### src/rtl/matrix_scroller.sv
// rtl/matrix_scroller.sv - column FIFO feeding a scrolling 8x8 marquee frame
module matrix_scroller #(
    parameter int DEPTH      = 8,
    parameter int TICK_DIV   = 25,
    parameter bit FILL_BLANK = 1'b1,
    localparam int CW        = $clog2(DEPTH + 1)
) (
    input  logic          clk,
    input  logic          reset,
    input  logic          en,
    input  logic          clear,
    input  logic [7:0]    col_data,
    input  logic          col_valid,
    output logic          col_ready,
    output logic [63:0]   matdata,
    output logic [CW-1:0] fifo_count,
    output logic          step
);
    localparam int PW = $clog2(DEPTH);
    localparam int TW = (TICK_DIV > 1) ? $clog2(TICK_DIV) : 1;

    logic [7:0]    r_mem [DEPTH];
    logic [PW-1:0] r_wp;
    logic [PW-1:0] r_rp;
    logic [CW-1:0] r_count;
    logic [TW-1:0] r_pre;
    logic [63:0]   r_mat;
    logic          r_step;

    logic          w_full;
    logic          w_empty;
    logic          w_push;
    logic          w_tick;
    logic          w_pop;
    logic [7:0]    w_head;

    // Ready never looks at a same-cycle pop, so a full FIFO stays closed even on a tick edge.
    assign w_full    = (r_count == CW'(DEPTH));
    assign w_empty   = (r_count == '0);
    assign col_ready = !w_full && !clear;
    assign w_push    = col_valid && col_ready;
    assign w_tick    = en && (r_pre == TW'(TICK_DIV - 1));
    assign w_pop     = w_tick && !w_empty;
    assign w_head    = r_mem[r_rp];

    assign matdata    = r_mat;
    assign fifo_count = r_count;
    assign step       = r_step;

    // FIFO storage; contents need no reset because the pointers define validity.
    always_ff @(posedge clk) begin
        if (w_push) begin
            r_mem[r_wp] <= col_data;
        end
    end

    // Pointers, occupancy, prescaler, frame shift and the registered step pulse.
    always_ff @(posedge clk or posedge reset) begin
        if (reset) begin
            r_wp    <= '0;
            r_rp    <= '0;
            r_count <= '0;
            r_pre   <= '0;
            r_mat   <= '0;
            r_step  <= 1'b0;
        end else if (clear) begin
            r_wp    <= '0;
            r_rp    <= '0;
            r_count <= '0;
            r_pre   <= '0;
            r_mat   <= '0;
            r_step  <= 1'b0;
        end else begin
            r_step <= w_tick;
            if (en) begin
                r_pre <= w_tick ? '0 : r_pre + 1'b1;
            end
            if (w_push) begin
                r_wp <= r_wp + 1'b1;
            end
            if (w_pop) begin
                r_rp <= r_rp + 1'b1;
            end
            case ({w_push, w_pop})
                2'b10:   r_count <= r_count + 1'b1;
                2'b01:   r_count <= r_count - 1'b1;
                default: r_count <= r_count;
            endcase
            // Column 7 is the entry edge; an empty step either blanks or holds.
            if (w_tick) begin
                if (!w_empty) begin
                    r_mat <= {w_head, r_mat[63:8]};
                end else if (FILL_BLANK) begin
                    r_mat <= {8'h00, r_mat[63:8]};
                end
            end
        end
    end
endmodule

### config.mk
export PLATFORM = sky130hd
export DESIGN_NAME = matrix_scroller
export DESIGN_NICKNAME = d
export VERILOG_FILES = /design/src/rtl/matrix_scroller.sv
export SDC_FILE = /design/constraint.sdc
export NUM_CORES = 1
export LEC_CHECK = 0
export BUFFER_PORTS_ARGS = -buffer_cell sky130_fd_sc_hd__buf_4
export CAP_MARGIN = 10
export CORE_MARGIN = 5
export CORE_UTILIZATION = 45
export DETAILED_ROUTE_END_ITERATION = 8
export GPL_ROUTABILITY_DRIVEN = 1
export HOLD_SLACK_MARGIN = 0.02
export PLACE_DENSITY = 0.72
export SYNTH_ARGS = -nofsm -noshare
export SYNTH_HDL_FRONTEND = slang
export SYNTH_SLANG_ARGS = --single-unit
export TNS_END_PERCENT = 5
### constraint.sdc
create_clock -name clk -period 3.3 [get_ports clk]
set_clock_uncertainty 0.2 [all_clocks]
set_input_delay 0.165 -clock clk [delete_from_list [all_inputs] [get_ports clk]]
set_output_delay 0.165 -clock clk [all_outputs]
set_load 0.01 [all_outputs]
==> metrics, run 1 <==
pin count of the biggest net entering global routing 76; crit-path max FO 8; run status completed; Leak 3.04 nW; die footprint 15600 um2; Die Y 125 um; CTS Buf Count 17; Total GRT Usage 16.2%; DR WL/cell 16.6 um; crit path from fifo_count[1]; Layout area overhead 25.0%; DRT antenna net count 0; Switching Fraction 21.2%; RePlAce Congestion 0.770; max-cap violation count 0; sequential share of power 49.3%; dpl hpwl 8.01 mm; initial core utilization 45.4%; Final Hold Viols 0; multi-input logic area 1870 um2; Crit Reg-Reg Startpoint fifo_count[1]; post-route insts no fill 752; CTS H-tree depth 4; vias in the first global route 3820; minimum clock period 2.60 ns; first-pass GRT wire length 20.0 mm; Final Cycle Share 78.8%; CTS max path bufs 2; Pint 0.00305 W; critical path startpoint category register; CP Capture Type register; Finish-stage setup viols 0; Mean Syn Cell Area 12.7 um2; fillers 1060; max-slew violations 0; dpl cells 709; Post-CTS Repair Setup Buffers 0; Worst EP arrival 2.71 ns; # IOs 83; initial antenna violation count 0; drt drc 0; PwrDens 521 nW/um2; DRT Pass-1 Iters 4; clock latency on the worst-skew pair 0.42 ns; Slew HR 32.6%; FF-to-FF setup slack 0.70 ns; Distinct cells, synth 42; Max rail drop VDD 0.379 mV; f_max 384 MHz; Hold Crit Class in2reg; Seq. cell area 3920 um2; total power draw 0.00387 W; Root Driver clkbuf_16; Clock power frac 47.5%; hold path startpoint clear; unrepaired setup endpoints after global routing false; sequential share of the synthesized area 66.0%; yosys warns 0; die width 125 um; Worst Tran Pin Value 1.01 ns; DR vias 3907; critical path type reg2reg; Layout Nets 582; final setup TNS 0 ns; syn nets 485; clk sinks 144; initial drt markers 429; critical path required time 3.41 ns; post-synthesis register bit count 144; Cell Rows 42; cells after synthesis 466; combinational power share 3.2%; Vias/cell 5.20; Port Buffer Count 82; Mapped Area 5940 um2; CTS tree done; layout cells sized above 1 25.5%; gr ovfl total 0; Psw 0.000818 W; Clock transition at path regs 0.06 ns; Core ar. 13100 um2; WL final 12.5 mm; diode count 0
==> final timing paths <==
path | to | depth (start not counted)
max reg2reg | fifo_count[3] | 8
max in group asynchronous | matdata[31] | 4
min in group asynchronous | fifo_count[0] | 3
max | fifo_count[3] | 8
min | r_wp[1] | 5
min reg2reg | matdata[7] | 2
==> power groups by stage <==
stage / Sequential (W) / Clock [W] / Combinational [W]
2_1_floorplan: 0.00194 / 0 / 0.0000679
3_3_place_gp: 0.00194 / 0 / 0.000112
3_5_place_dp: 0.00194 / 0 / 0.000116
4_1_cts: 0.00191 / 0.00187 / 0.000127
5_1_grt: 0.00191 / 0.00196 / 0.000140
6_report: 0.00191 / 0.00184 / 0.000125
==> cells in the final DEF, fill, tap and decap left out, drive strengths merged, types with 3 or more instances in the layout <==
| cell | synthesis | routed |
|---|---|---|
| nor3 | 12 | 12 |
| nand2 | 123 | 123 |
| clkbuf | 15 | 18 |
| clkinv | 0 | 8 |
| a21oi | 62 | 62 |
| nor4 | 3 | 3 |
| edfxtp | 64 | 64 |
| mux2 | 8 | 8 |
| mux4 | 16 | 16 |
| nor2 | 16 | 16 |
| xnor2 | 3 | 3 |
| inv | 3 | 5 |
| mux2i | 3 | 3 |
| dfrtp | 80 | 80 |
| buf | 13 | 95 |
| nand4 | 3 | 3 |
| nand3 | 3 | 3 |
| a22o | 8 | 8 |
| ha | 6 | 6 |
| xor2 | 7 | 7 |
| dlygate4sd3 | 0 | 11 |
| nand2b | 4 | 4 |
==> layout make-up <==
class / count / area share (%)
multi-input combinational: 291 / 25.1
clock buffer: 18 / 5.78
timing repair buffer: 106 / 11.3
tap: 176 / 2.96
inverter: 3 / 0.168
sequential: 144 / 52.8
clock inverter: 14 / 1.89
==> cell usage after synthesis (all sizes together) <==
| cell | n | share of area, % |
|---|---|---|
| nand4 | 3 | 0.32 |
| a41oi | 1 | 0.15 |
| a21oi | 62 | 5.2 |
| nor4b | 1 | 0.15 |
| inv | 3 | 0.19 |
| a21o | 2 | 0.25 |
| nor4 | 3 | 0.32 |
| nor2 | 16 | 1.1 |
| xor2 | 7 | 1.0 |
| nand2 | 123 | 7.8 |
| or3 | 1 | 0.11 |
| nand2b | 4 | 0.42 |
| o22ai | 1 | 0.11 |
| and4 | 1 | 0.15 |
| a221o | 1 | 0.19 |
| mux2i | 3 | 0.51 |
| nand3b | 1 | 0.13 |
| dfrtp | 80 | 34 |
| nor3 | 12 | 1.4 |
| clkbuf | 15 | 0.95 |
| nor3b | 1 | 0.13 |
| buf | 13 | 1.5 |
| nand3 | 3 | 0.25 |
| o21ai | 1 | 0.084 |
| xnor2 | 3 | 0.44 |
| ha | 6 | 1.3 |
| edfxtp | 64 | 32 |
| a22o | 8 | 1.2 |
| mux4 | 16 | 6.6 |
| and4b | 1 | 0.17 |
| o21bai | 1 | 0.13 |
| mux2 | 8 | 1.5 |
| o211ai | 1 | 0.13 |
==> flip-flops by register name (all words and copies together) (netlist names) <==
signal and count:
r_mem 64, r_rp 3, matdata 64, step 1, r_pre 5, fifo_count 4, r_wp 3
==> cells by family after synthesis <==
family | after synthesis | synth area share, %
multiplexers | 27 | 8.66
AO/OA/AOI/OAI | 78 | 7.43
adder cells (fa/ha/maj) | 6 | 1.26
flip-flops | 144 | 66.0
XOR/XNOR | 10 | 1.47
buffers and inverters | 31 | 2.67
AND/OR/NAND/NOR | 170 | 12.4
==> worst max-delay path: stages, from the launching register on <==
cell and delay, ns:
dfrtp_1 0.48, or3_1 0.47, nor2_4 0.18, nor3_2 0.09, ha_1 0.36, o211ai_1 0.10, o21bai_1 0.23, nor3_1 0.09
nor4b_1 0.29
==> metrics by stage <==
| step | hold slack, ns | util, % | worst slack (ns) | instance area, um2 |
|---|---|---|---|---|
| 6_report | 0.170 | 56.8 | 0.698 | 7430 |
| 5_1_grt | 0.195 | 56.8 | 0.496 | 7430 |
| 3_5_place_dp | 0.205 | 51.6 | 0.699 | 6750 |
| 2_1_floorplan | 0.0639 | - | 0.883 | 5940 |
| 3_3_place_gp | 0.195 | 51.6 | 0.806 | 6750 |
| 4_1_cts | 0.146 | 56.8 | 0.693 | 7430 |
==> routing by layer <==
| layer | vias to the layer above | track usage (%) | part of all wire (%) |
|---|---|---|---|
| met4 | 0 | 6.76 | 1.9 |
| met5 | - | 0 | 0 |
| met3 | 19 | 5.10 | 5.7 |
| met1 | 1926 | 20.3 | 43 |
| li1 | 1857 | - | - |
| met2 | 105 | 26.1 | 50 |
==> timing repair <==
item                      4_1_cts  5_1_grt
gates resized for setup         0        0
hold endpoints to repair      128        0
hold buffers                   11        0
Note: power is estimated with default switching activity, not from simulation.
==> inputs of run 2 (changes only) <==
Clock period 3.3 ns to 2.41 ns, I/O delays scaled along.
==> metrics, run 2 (synthesis results as in run 1) <==
max-slew violations 0 (unchanged); Final Cycle Share 96.5% (+18 points); Seq. cell area 3920 um2 (unchanged); CTS Buf Count 17 (unchanged); CP Capture Type register; clk sinks 144 (unchanged); pin count of the biggest net entering global routing 76 (unchanged); Vias/cell 5.24 (+0.95%); stages on the worst setup path 8 (unchanged); CP cell instances or3_1 > nor2_4 > nor3_2 > ha_1 > nand3_1 > a21oi_1 > nor4_1 > nor4b_1; Reg2Reg Depth 8 (unchanged); Worst Tran Pin Value 0.757 ns (-0.252 ns); CP max-delay cell or3_1; Die Y 125 um (unchanged); Final Hold Viols 0 (unchanged); critical path type reg2reg; DR vias 4007 (+2.6%); Slew HR 49.5% (+17 points); most frequent cells in the layout nand2_1 (122), buf_4 (105), dfrtp_1 (80); Clock transition at path regs 0.06 ns (about the same); Total GRT Usage 16.8% (+0.56 points); dpl hpwl 8.38 mm (+4.6%); fin util 58.0% (+1.3 points); DRT antenna net count 0 (unchanged); crit-path max FO 3 (-5); CP delay by family, top simple AND/OR/NAND/NOR gates; f_max 430 MHz (+12%); critical path required time 2.52 ns (-0.89 ns); worst hold margin 0.116 ns (-0.0534 ns); layout cells sized above 1 27.6% (+2.0 points); Crit path buffers/inverters 0 (unchanged); Max rail drop VDD 0.449 mV (+19%); fillers 1023 (-3.5%); CTS tree done; Worst EP arrival 2.44 ns (-0.27 ns); gr ovfl total 0 (unchanged); run status completed; Root Driver clkbuf_16; post-route insts no fill 764 (+1.6%); unrepaired setup endpoints after global routing true; Layout Nets 594 (+2.1%); max-cap violation count 0 (unchanged); commonest non-fill, non-tap cell in the layout nand2_1; die footprint 15600 um2 (unchanged); first-pass GRT wire length 20.6 mm (+2.9%); Cell Rows 42 (unchanged); diode count 0 (unchanged); Finish-stage setup viols 0 (unchanged); Core ar. 13100 um2 (unchanged); dpl cells 721 (+1.7%); Leak 3.13 nW (+3.1%); CTS max path bufs 2 (unchanged); CP max stage delay 0.44 ns (-0.04 ns); # IOs 83 (unchanged); Hold Crit Class in2async; vias in the first global route 3974 (+4.0%); RePlAce Congestion 0.854 (+11%); critical path startpoint category register; multi-input logic area 1870 um2 (+0.20%); worst setup margin 0.0841 ns (-0.614 ns); DRT Pass-1 Iters 4 (unchanged); initial antenna violation count 0 (unchanged); CTS H-tree depth 4 (unchanged); Layout area overhead 27.8%; PwrDens 734 nW/um2 (+41%); minimum clock period 2.33 ns (-0.276 ns); Port Buffer Count 82 (unchanged); die width 125 um (unchanged); dpl ws 0.0339 ns (-0.665 ns); initial core utilization 45.4% (unchanged); initial drt markers 299 (-30%); drt drc 0 (unchanged); clock latency on the worst-skew pair 0.42 ns (about the same); WL final 12.8 mm (+3.0%); DR WL/cell 16.8 um (+1.4%)
run 2: final cells by class:
type                            instances  area share (%)
Clock inverter                         14            2.65
Tap cell                              176            2.90
Multi-Input combinational cell        291            24.6
Sequential cell                       144            51.7
Timing Repair Buffer                  118            12.4
Clock buffer                           18            5.65
Inverter                                3           0.165
run 2: worst reg2reg max path: cells and delay by family (launching register included):
| kind | cells | cell delay [ns] |
|---|---|---|
| flops | 1 | 0.37 |
| fa+ha+maj | 1 | 0.34 |
| compound gates | 1 | 0.22 |
| simple gates | 6 | 1.09 |
run 2: what timing repair did:
item / 4_1_cts / 5_1_grt
hold buffers: 11 / 0
endpoints found under the hold margin: 151 / 0
setup buffers: 0 / 0
resized for setup: 0 / 1
setup endpoints to repair: 0 / 1
run 2: per-stage QoR:
step                power, W  setup TNS (ns)  cell area [um2]
global placement     0.00282               0             6850
global route         0.00575         -0.0616             7590
finish               0.00557               0             7590
floorplan            0.00275               0             5940
detailed placement   0.00282               0             6850
CTS                  0.00562               0             7590
run 2: per-layer routing:
layer / vias to the layer above / global-route usage [%] / part of all wire, %
li1: 1884 / - / -
met1: 2002 / 20.8 / 43
met2: 112 / 28.0 / 51
met3: 9 / 6.05 / 5.7
met4: 0 / 4.59 / 0.86
met5: - / 0 / 0
run 2: power by group:
group          switching [W]  total, W  internal (W)
Sequential         0.0000127   0.00261       0.00259
Combinational       0.000113  0.000183     0.0000692
Clock                0.00104   0.00279       0.00175
run 2: worst paths after layout:
check	from	end	slack, ns
worst max-delay path	fifo_count[1]	fifo_count[3]	0.08
worst min-delay path	reset	r_pre[0]	0.12
worst max register to register	fifo_count[1]	fifo_count[3]	0.08
worst min register to register	matdata[1]	matdata[1]	0.33
max in group asynchronous	reset	matdata[28]	1.26
min in group clk	clear	fifo_count[0]	0.16
